**src/rtl/dcache_hit_profiler_if.sv**
```systemverilog
// Access-tap bus between the DM port and the hit profiler.
// The master drives strobes, address and control pulses; the profiler answers with verdicts and counters.
interface dcache_hit_profiler_if #(
  parameter int ADDR_W = 32,
  parameter int CNT_W  = 32
);
  logic              acc_rd;
  logic              acc_wr;
  logic [ADDR_W-1:0] acc_addr;
  logic              flush;
  logic              clr;
  logic              ready;
  logic              res_valid;
  logic              hit;
  logic [CNT_W-1:0]  acc_cnt;
  logic [CNT_W-1:0]  hit_cnt;
  logic [CNT_W-1:0]  miss_cnt;
  logic [CNT_W-1:0]  drop_cnt;
  logic              sat;

  modport master (
    output acc_rd, acc_wr, acc_addr, flush, clr,
    input  ready, res_valid, hit, acc_cnt, hit_cnt, miss_cnt, drop_cnt, sat
  );

  modport slave (
    input  acc_rd, acc_wr, acc_addr, flush, clr,
    output ready, res_valid, hit, acc_cnt, hit_cnt, miss_cnt, drop_cnt, sat
  );
endinterface

```
**src/rtl/dcache_hit_profiler.sv**
```systemverilog
// Direct-mapped, allocate-on-miss cache model that watches the data-memory access stream
// and keeps per-access hit/miss verdicts plus saturating statistics counters.
module dcache_hit_profiler #(
  parameter int ADDR_W   = 32,
  parameter int OFFSET_W = 4,
  parameter int INDEX_W  = 6,
  parameter int CNT_W    = 32
) (
  input  logic                  clk_i,
  input  logic                  rst_i,
  dcache_hit_profiler_if.slave  bus
);

  localparam int TAG_W = ADDR_W - INDEX_W - OFFSET_W;
  localparam int LINES = 1 << INDEX_W;
  localparam logic [INDEX_W-1:0] LAST_LINE = INDEX_W'(LINES - 1);
  localparam logic [CNT_W-1:0]   CNT_MAX   = '1;

  typedef enum logic {IDLE, FLUSH} state_t;

  state_t             state, state_nxt;
  logic [INDEX_W-1:0] ptr;
  logic               ready;

  logic [LINES-1:0]   valid_q;
  logic [TAG_W-1:0]   tag_q [LINES];

  logic               access, accept, drop, lookup_hit;
  logic [INDEX_W-1:0] index;
  logic [TAG_W-1:0]   tag;
  logic               unused_offset;

  logic               res_valid_q, hit_q, sat_q;
  logic [CNT_W-1:0]   acc_q, hit_cnt_q, miss_q, drop_q;
  logic [CNT_W-1:0]   acc_nxt, hit_nxt, miss_nxt, drop_nxt;
  logic               sat_hit;

  function automatic logic [CNT_W-1:0] sat_inc(input logic [CNT_W-1:0] v);
    return (v == CNT_MAX) ? v : v + CNT_W'(1);
  endfunction

  assign access        = bus.acc_rd | bus.acc_wr;
  assign accept        = access & ready;
  assign drop          = access & ~ready;
  assign index         = bus.acc_addr[OFFSET_W +: INDEX_W];
  assign tag           = bus.acc_addr[ADDR_W-1 -: TAG_W];
  assign unused_offset = ^bus.acc_addr[OFFSET_W-1:0];
  assign lookup_hit    = valid_q[index] && (tag_q[index] == tag);

  always_ff @(posedge clk_i or negedge rst_i) begin
    if (!rst_i) state <= IDLE;
    else        state <= state_nxt;
  end

  // A flush request is only honoured from IDLE; the sweep ends after the last line is cleared.
  always_comb begin
    state_nxt = state;
    unique case (state)
      IDLE:    if (bus.flush) state_nxt = FLUSH;
      FLUSH:   if (ptr == LAST_LINE) state_nxt = IDLE;
      default: state_nxt = IDLE;
    endcase
  end

  always_comb begin
    ready = 1'b0;
    unique case (state)
      IDLE:    ready = 1'b1;
      FLUSH:   ready = 1'b0;
      default: ready = 1'b0;
    endcase
  end

  always_ff @(posedge clk_i or negedge rst_i) begin
    if (!rst_i)              ptr <= '0;
    else if (state == FLUSH) ptr <= ptr + INDEX_W'(1);
    else                     ptr <= '0;
  end

  // Fills never collide with the sweep: accesses are only accepted while IDLE.
  always_ff @(posedge clk_i or negedge rst_i) begin
    if (!rst_i)                     valid_q <= '0;
    else if (state == FLUSH)        valid_q[ptr] <= 1'b0;
    else if (accept && !lookup_hit) valid_q[index] <= 1'b1;
  end

  always_ff @(posedge clk_i) begin
    if (accept && !lookup_hit) tag_q[index] <= tag;
  end

  always_ff @(posedge clk_i or negedge rst_i) begin
    if (!rst_i) begin
      res_valid_q <= 1'b0;
      hit_q       <= 1'b0;
    end else begin
      res_valid_q <= accept;
      hit_q       <= accept & lookup_hit;
    end
  end

  always_comb begin
    acc_nxt  = accept ? sat_inc(acc_q) : acc_q;
    hit_nxt  = (accept && lookup_hit) ? sat_inc(hit_cnt_q) : hit_cnt_q;
    miss_nxt = (accept && !lookup_hit) ? sat_inc(miss_q) : miss_q;
    drop_nxt = drop ? sat_inc(drop_q) : drop_q;
    sat_hit  = (acc_nxt == CNT_MAX) || (hit_nxt == CNT_MAX) ||
               (miss_nxt == CNT_MAX) || (drop_nxt == CNT_MAX);
  end

  // A clear wins over any same-cycle increment, so that access is simply not counted.
  always_ff @(posedge clk_i or negedge rst_i) begin
    if (!rst_i) begin
      acc_q     <= '0;
      hit_cnt_q <= '0;
      miss_q    <= '0;
      drop_q    <= '0;
      sat_q     <= 1'b0;
    end else if (bus.clr) begin
      acc_q     <= '0;
      hit_cnt_q <= '0;
      miss_q    <= '0;
      drop_q    <= '0;
      sat_q     <= 1'b0;
    end else begin
      acc_q     <= acc_nxt;
      hit_cnt_q <= hit_nxt;
      miss_q    <= miss_nxt;
      drop_q    <= drop_nxt;
      sat_q     <= sat_q | sat_hit;
    end
  end

  assign bus.ready     = ready;
  assign bus.res_valid = res_valid_q;
  assign bus.hit       = hit_q;
  assign bus.acc_cnt   = acc_q;
  assign bus.hit_cnt   = hit_cnt_q;
  assign bus.miss_cnt  = miss_q;
  assign bus.drop_cnt  = drop_q;
  assign bus.sat       = sat_q;

endmodule

```
**src/flat_wrapper.sv**
```systemverilog
// flat-port wrapper written by rule: the top's interface ports become plain ports
module dcache_hit_profiler_flat 
#(
  parameter int ADDR_W   = 32,
  parameter int OFFSET_W = 4,
  parameter int INDEX_W  = 6,
  parameter int CNT_W    = 32
)
  (clk_i, rst_i, bus_acc_rd, bus_acc_wr, bus_acc_addr, bus_flush, bus_clr, bus_ready, bus_res_valid, bus_hit, bus_acc_cnt, bus_hit_cnt, bus_miss_cnt, bus_drop_cnt, bus_sat);
  dcache_hit_profiler_if #(.ADDR_W(ADDR_W), .CNT_W(CNT_W)) bus_i ();
  input  logic clk_i;
  input  logic rst_i;
  input wire logic [$bits(bus_i.acc_rd)-1:0] bus_acc_rd;
  input wire logic [$bits(bus_i.acc_wr)-1:0] bus_acc_wr;
  input wire logic [$bits(bus_i.acc_addr)-1:0] bus_acc_addr;
  input wire logic [$bits(bus_i.flush)-1:0] bus_flush;
  input wire logic [$bits(bus_i.clr)-1:0] bus_clr;
  output wire logic [$bits(bus_i.ready)-1:0] bus_ready;
  output wire logic [$bits(bus_i.res_valid)-1:0] bus_res_valid;
  output wire logic [$bits(bus_i.hit)-1:0] bus_hit;
  output wire logic [$bits(bus_i.acc_cnt)-1:0] bus_acc_cnt;
  output wire logic [$bits(bus_i.hit_cnt)-1:0] bus_hit_cnt;
  output wire logic [$bits(bus_i.miss_cnt)-1:0] bus_miss_cnt;
  output wire logic [$bits(bus_i.drop_cnt)-1:0] bus_drop_cnt;
  output wire logic [$bits(bus_i.sat)-1:0] bus_sat;
  assign bus_i.acc_rd = bus_acc_rd;
  assign bus_i.acc_wr = bus_acc_wr;
  assign bus_i.acc_addr = bus_acc_addr;
  assign bus_i.flush = bus_flush;
  assign bus_i.clr = bus_clr;
  assign bus_ready = bus_i.ready;
  assign bus_res_valid = bus_i.res_valid;
  assign bus_hit = bus_i.hit;
  assign bus_acc_cnt = bus_i.acc_cnt;
  assign bus_hit_cnt = bus_i.hit_cnt;
  assign bus_miss_cnt = bus_i.miss_cnt;
  assign bus_drop_cnt = bus_i.drop_cnt;
  assign bus_sat = bus_i.sat;
  dcache_hit_profiler #(.ADDR_W(ADDR_W), .OFFSET_W(OFFSET_W), .INDEX_W(INDEX_W), .CNT_W(CNT_W)) u_core (.clk_i(clk_i), .rst_i(rst_i), .bus(bus_i));
endmodule
```
**config.mk**
```make
export PLATFORM = sky130hd
export DESIGN_NAME = dcache_hit_profiler_flat
export DESIGN_NICKNAME = d
export VERILOG_FILES = /design/src/rtl/dcache_hit_profiler_if.sv /design/src/rtl/dcache_hit_profiler.sv /design/src/flat_wrapper.sv
export SDC_FILE = /design/constraint.sdc
export NUM_CORES = 2
export LEC_CHECK = 0
export ABC_CLOCK_PERIOD_IN_PS = 5240
export CORE_ASPECT_RATIO = 0.5
export CORE_MARGIN = 4
export CORE_UTILIZATION = 40
export CTS_BUF_LIST = sky130_fd_sc_hd__clkbuf_4 sky130_fd_sc_hd__clkbuf_8 sky130_fd_sc_hd__clkbuf_16
export DETAILED_ROUTE_END_ITERATION = 7
export PLACE_DENSITY = 0.6
export SETUP_SLACK_MARGIN = 0.1
export SYNTH_ARGS = -nofsm -noshare
export SYNTH_HDL_FRONTEND = slang
export SYNTH_SLANG_ARGS = --single-unit
```
**constraint.sdc**
```tcl
create_clock -name clk_i -period 5.24 [get_ports clk_i]
set_clock_uncertainty 0.1 [all_clocks]
set_input_delay 1.572 -clock clk_i [delete_from_list [all_inputs] [get_ports clk_i]]
set_output_delay 1.572 -clock clk_i [all_outputs]
set_load 0.01 [all_outputs]
```
; ---- Word level (Yosys, flattened, before mapping)
; Memory sizes are Yosys's and may differ from the RTL's.
; Index checks and enable logic that the tools add are counted.
[classes]
order_cmp = 4
n_reduce_logical = 10
mux = 28
n_eq_ne = 10
bitwise = 10
add_sub_neg = 5
[ops]
columns = cell, count
row1 = 32-bit two-way mux, 12
row2 = "32-bit equality test, second input constant", 8
row3 = "32-bit by 1-bit adder with 32-bit output, second input constant", 4
row4 = 64-bit two-way mux, 2
row5 = 64-bit bitwise AND, 1
row6 = 64-bit inverter, 1
row7 = 64-bit bitwise OR, 1
row8 = 22-bit equality test, 1
row9 = "6-bit by 7-bit less-than comparator with 1-bit output, second input constant", 2
row10 = 1-bit demux with 6-bit select, 2
row11 = "6-bit by 1-bit greater-or-equal comparator with 1-bit output, second input constant", 2
row12 = 1-bit two-way mux, 8
row13 = "6-bit by 1-bit adder with 6-bit output, second input constant", 1
row14 = 1-bit binary-select mux with 6-bit select, 1
row15 = "6-bit equality test, second input constant", 1
row16 = 6-bit two-way mux, 1
row17 = 1-bit logical AND, 5
row18 = 1-bit case mux with 2 select lines, 2
row19 = 1-bit bitwise AND, 3
row20 = 1-bit logical OR, 3
row21 = 1-bit inverter, 2
row22 = 1-bit bitwise OR, 2
row23 = 2-bit nonzero test, 1
row24 = 1-bit logical NOT, 1
[word_totals]
reg_bits = 202
mem_count = 1
inputBits = 38
out_inout_bits = 132
wordCells = 78
mem_bits_rw = 1408
[mem_list]
columns = memory, depth, width, rd, rd_ports_with_merged_regs, write_ports, line_no
row1 = u_core.tag_q, 64, 22, 1, 0, 1, dcache_hit_profiler.sv:26  ; logic [TAG_W-1:0] tag_q [LINES];

; ---- Longest topological paths before layout
[depth]
ltp_word = 11
mapped_depth = 21
depth_no_buf = 15

; ---- Worst setup path before layout
; Ideal clock, no wire load.
[synth_timing]
path_type = input -> register
from = input bus_acc_addr[4]
to = memory u_core.tag_q[0][0] in the netlist's numbering (enable)
setup_ns = 0.460
t_arrival_ns = 6.521
stages = 15
slack_ns = -1.841
t_required_ns = 4.680
n_path_buf = 5
cell_sequence = buf_6 > buf_6 > buf_2 > mux4_2 > nand3_1 > nand4_1 > a311oi_1 > o221ai_1 > mux2_2 > a21boi_0 > nand4_1 > o21ai_2 > buf_2 > buf_1 > nor4_1
[synth_between]
elab_chain_len = 7
word_cells_on_any_way = 9
cone_classes = eq/ne (1) / mux (4) / reduce/logical (3) / memory (1)
[synth_lines]
columns = element, line_no
row1 = from (decl), flat_wrapper.sv:15  ; input wire logic [$bits(bus_i.acc_addr)-1:0] bus_acc_addr;
row2 = memory read 64 x 22 bit or 1-bit binary-select mux with 6-bit select (tied branches), n/a
row3 = 22-bit equality test or 1-bit two-way mux (tied branches), dcache_hit_profiler.sv:48  ; assign lookup_hit = valid_q[index] && (tag_q[index] == tag);
row4 = 1-bit logical AND, dcache_hit_profiler.sv:48
row5 = 1-bit logical NOT, dcache_hit_profiler.sv:88  ; if (accept && !lookup_hit) tag_q[index] <= tag;
row6 = 1-bit logical AND, dcache_hit_profiler.sv:88
row7 = 1-bit two-way mux, dcache_hit_profiler.sv:88
row8 = 1-bit two-way mux (not written as such), dcache_hit_profiler.sv:88
row9 = to (decl), dcache_hit_profiler.sv:26
; Several ways; a longest one is shown, not always the timed one. The select of a mux whose other input is x is not followed.

; ---- Final worst setup path
[layout_timing]
from = input bus_acc_addr[4]
to = register u_core.sat_q (netlist: u_core.bus.sat)
[layout_between]
elab_chain_len = 11
word_cells_on_any_way = 17
cone_classes = eq/ne (3) / mux (5) / bitwise (1) / reduce/logical (7) / memory (1)
[layout_lines]
columns = element, line_no
row1 = memory read 64 x 22 bit or 1-bit binary-select mux with 6-bit select (tied branches), n/a
row2 = 22-bit equality test or 1-bit two-way mux (tied branches), dcache_hit_profiler.sv:48
row3 = 1-bit logical AND *, dcache_hit_profiler.sv:48
row4 = 1-bit logical AND or 1-bit logical NOT (tied branches), "dcache_hit_profiler.sv:103, dcache_hit_profiler.sv:104"
row5 = 32-bit two-way mux or 1-bit logical AND (tied branches), "dcache_hit_profiler.sv:103, dcache_hit_profiler.sv:104"
row6 = 32-bit equality test or 32-bit two-way mux (tied branches), "dcache_hit_profiler.sv:106, dcache_hit_profiler.sv:104"
row7 = 1-bit logical OR or 32-bit equality test (tied branches), "dcache_hit_profiler.sv:106, dcache_hit_profiler.sv:107"
row8 = 1-bit logical OR *, dcache_hit_profiler.sv:106  ; sat_hit = (acc_nxt == CNT_MAX) || (hit_nxt == CNT_MAX) ||
row9 = 1-bit logical OR *, dcache_hit_profiler.sv:107  ; (miss_nxt == CNT_MAX) || (drop_nxt == CNT_MAX);
row10 = 1-bit bitwise OR *, dcache_hit_profiler.sv:129  ; sat_q <= sat_q | sat_hit;
row11 = 1-bit two-way mux *, dcache_hit_profiler.sv:118  ; end else if (bus.clr) begin
row12 = to (signal assigned), dcache_hit_profiler.sv:129
row13 = to (decl), dcache_hit_profiler.sv:33  ; logic res_valid_q, hit_q, sat_q;
; Mark *: on every way between the ends. The rest lies on a longest branch, timed or not. The select of a mux whose other input is x is not followed.
; A chain may end at the register's enable or synchronous reset.

==> results <==
- The analysis attributes to cell leakage a power of just under 30 nW.
- Measured along the y axis, the die boundary spans just under 300 um.
- The number of setup violations in the final report is roughly 1500.
- The worst setup path is of the input port to flip-flop kind.
- The pin count of the biggest net entering global routing is around 110.
- The hold violation count in the final report was 0.
- The combined area of all synthesized cells is roughly 67000 um2.
- Power spread over the standard cell area amounts to 330 nW/um2.
- The slowest stage of the critical path belongs to the cell or4_4.
- The global routing usage summed across all routing layers is ~28%.
- By area the synthesized netlist is led by edfxtp_1 63%, dfrtp_1 7.6%, mux4_2 4.8%.
- Summing over every cut layer, the via total after detailed routing is 45400.
- The share of the Yosys chip area taken by registers is 71.1%.
- The signal on the critical path passes through bufbuf_16, buf_4, nor2b_4, buf_12, buf_12, buf_4, a22oi_1, nand3_1, o211ai_1, buf_4, or4_4, a222oi_1, nand4b_1, buf_4, or4_1, mux2i_1, o32ai_1, or4b_1, o41ai_2, a41o_1.
- Data on the critical path arrives at its endpoint at 6.58 ns.
- Of the post-synthesis cell area, the dominant cell type holds between 60% and 70%.
- The region available for standard cell placement spans 165000 um2.
- In the layout the commonest cells are 1408 x edfxtp_1, 629 x buf_4, 208 x nor2_1.
- The total nets after synthesis is about 4200.
- The wire length of the first global-routing pass is between 300000 and 400000 um.
- Once detailed placement completed, the half-perimeter wirelength came to approximately 170000 um.
- The switching power is about 7 mW.
- CTS built an H-tree with a depth of 4.
- The post-route met1 wirelength is about 100000 um.
- The number of clock sinks seen by CTS is approximately 1600.
- After detailed routing, the total wire length is 249000 um.
- The clock root buffer is clkbuf_16.
- The width of the die is between 500 and 600 um.
- Along the worst path, the maximum fanout reaches 8.
- The floorplan has 105 rows.
- Clock-pin slew was measured on the worst setup and hold paths at roughly 0.060 ns.
- Counting the buffers created by CTS gives about 150.
- STA classifies the critical path endpoint as a flip-flop.
- The clock period minus final worst setup slack is 5.95 ns.
- Leaving out fill and tap cells, the most frequent cell in the layout is edfxtp_1.
- The run finished, with violations left.
- The async set-reset flop share out of synthesis is about 13%.
- The stage delay of the slowest cell on the critical path is around 0.52 ns.
- The first detailed-routing pass ran for 8 iterations.
- Hold repair after CTS inserted 0 buffers.
- The fraction of layout instances using a drive strength above 1 is about a third.
- The area growth from synthesis to layout is 29.2%.
- The number of flops mapped to enable cells by yosys is approximately 1400.
- The count of buffers inserted at the top-level ports is 165.
- The full die area is 173000 um2.
- Max-cap violations in this run came to 0.
- Routed signal wires occupy layers up through met5.
- The most numerous cell type found on the critical path is buf_4.
- Dividing the detail-routed wire length by the instance count gives between 30 and 40 um.
- The starting utilization of the core area is between 40% and 50%.
- Across all setup checks in the final design, the least slack found is -0.710 ns.
- The placer's final routability congestion estimate is 1.01.
- The internal power is between 20 and 25 mW.
- The total count of max-transition violations in the final report is 0.
- The clock network fraction of total power is roughly 39%.
- At the pin with the least slew margin, the transition time is around 1.0 ns.
- Pin placement for this block handled 170 I/O pins.
- The number of synthesized register bits is 1610.
- The top achievable clock speed is between 0.15 and 0.2 GHz.
- Synthesis handed over a netlist of roughly 4200 instances.
- The number of antenna violations at the first check in global routing is 16.
- The number of different library cells used by synthesis comes to 96.
- The clock tree from TritonCTS is done.
- The total global routing overflow is 0.
- The total DRC errors in the routed layout is 0.
- The final standard cell utilization of the core is around 52%.
- IR analysis of the VDD net gives a maximum drop of between 200 and 300 uV.
- The number of vias per cell is approximately 6.1.
- The detailed router finished its first iteration with 6287 violations.
- The checks that failed: setup timing.
- In the finished design, the share of the clock period the worst path needs comes to 114%.
- edfxtp_1 takes more of the synthesized area than any other cell.
- The overall power is roughly 28 mW.
- No sink is reached through more buffers than the 3 on the longest clock path.
- The tightest min-delay check is of the flip-flop to flip-flop type.
- The number of nets in the final layout is about 5200.
- Summed over all nets, wire length on met2 after detailed routing comes to roughly 110000 um.
- The number of nets still failing antenna checks after routing is 0.
- The combinational group share of total power is just over 10%.
- STA classifies the critical path startpoint as an input port.
- The data required time of the critical path is around 6 ns.
- Clock latency on the worst-skew pair, taken at its later pin, is 0.81 ns.
- The part of the power in registers is 50.5%.
- The proportion of total power due to net switching is 24.6%.
- Setup repair after global routing could not meet its margin everywhere.
- The routed length on met3 is roughly 31000 um.
- The number of global-route vias before repair was between 40000 and 50000.
- The average instance in the mapped netlist occupies 16.0 um2.
- For this run, the leading register cell type out of synthesis is edfxtp_1.
- The yosys synthesis warning count is 0.
- The headroom to the max-slew limit is 31.2%.
[power groups by stage]
stage	clock [mW]	combinational (mW)	sequential (mW)
global route	11.9	2.97	14.4
global placement	0	2.51	14.6
CTS	11.3	2.67	14.3
floorplan	0	1.19	14.5
detailed placement	0	2.56	14.6
finish	11.2	2.88	14.3
[critical path, delay by kind of cell]
family	cells	cell delay [ns]
and+or+nand+nor	6	2.40
AOI/OAI and AO/OA	6	1.08
buffers and inverters	7	1.33
muxes	1	0.15
[registers in the layout, indices dropped and copies added, names as in the netlist]
register,cells
u_core.bus.acc_cnt,32
u_core.bus.sat,1
u_core.valid_q,64
u_core.ptr,6
u_core.bus.miss_cnt,32
u_core.bus.hit,1
u_core.bus.drop_cnt,32
u_core.tag_q,1408
u_core.bus.res_valid,1
u_core.bus.hit_cnt,32
u_core.state,1
[layout make-up]
type	instances	area [um2]
Fill cell	13300	78700
Sequential cell	1610	47300
Multi-Input combinational cell	2241	19100
Timing Repair Buffer	1096	11800
Clock buffer	175	3930
Tap cell	2193	2740
Clock inverter	88	1010
Inverter	29	115
Antenna cell	4	10.0
[synthesized netlist by cell type (92+ instances only)]
cell / number
a221oi_1: 95
a22oi_1: 108
clkbuf_1: 112
dfrtp_1: 202
edfxtp_1: 1408
mux2_2: 92
mux2i_1: 205
mux4_2: 143
nand2_1: 172
nand3_1: 113
nor2_1: 244
o21ai_0: 153
[cells by family (layout without fill, tap and decap cells)]
group / after synthesis / after routing / share of synthesized area, %
flip-flops: 1610 / 1610 / 71.1
XOR/XNOR: 139 / 139 / 1.83
multiplexers: 452 / 452 / 9.68
AND/OR/NAND/NOR: 916 / 916 / 7.02
other: 0 / 4 / 0
adder cells (fa/ha/maj): 5 / 5 / 0.0939
AO/OA/AOI/OAI: 729 / 729 / 7.79
buffers and inverters: 304 / 1388 / 2.50
[worst paths after layout]
| path | startpoint | endpoint | slack (ns) | cells after the start |
|---|---|---|---|---|
| worst max-delay path | bus_acc_addr[4] | u_core.bus.sat | -0.71 | 20 |
| worst min-delay path | u_core.valid_q[56] | u_core.valid_q[56] | 0.39 | 1 |
| worst max register to register | u_core.tag_q[38][9] | u_core.bus.sat | 0.03 | 16 |
| worst min register to register | u_core.valid_q[56] | u_core.valid_q[56] | 0.39 | 1 |
| max in group asynchronous | rst_i | u_core.valid_q[13] | 3.28 | 2 |
| min in group asynchronous | rst_i | u_core.bus.acc_cnt[12] | 0.77 | 1 |
[stage by stage]
stage	std cells	hold WS [ns]	setup slack, ns	area [um2]	TNS [ns]
finish	7436	0.388	-0.710	86000	-596.95
global placement	7033	0.364	-2.07	78200	-2775.45
detailed placement	7033	0.373	-2.16	78200	-2786.03
CTS	7367	0.387	-0.637	84500	-411.39
floorplan	4155	0.345	-0.784	67100	-728.25
global route	7432	0.411	-0.662	86000	-634.55
[per-layer routing]
metal	GRT usage [%]	up-vias
li1	-	18600
met1	39.3	23600
met2	42.1	2831
met3	8.17	420
met4	8.85	10
met5	0	-
[what timing repair did]
item                                    in CTS  in global routing
resized for setup                          125                177
endpoints found under the setup margin    1538               1536
cloned                                       4                 10
buffers inserted                            67                 58
pin swaps                                   28                 53
(Power assumes the default switching activity.)
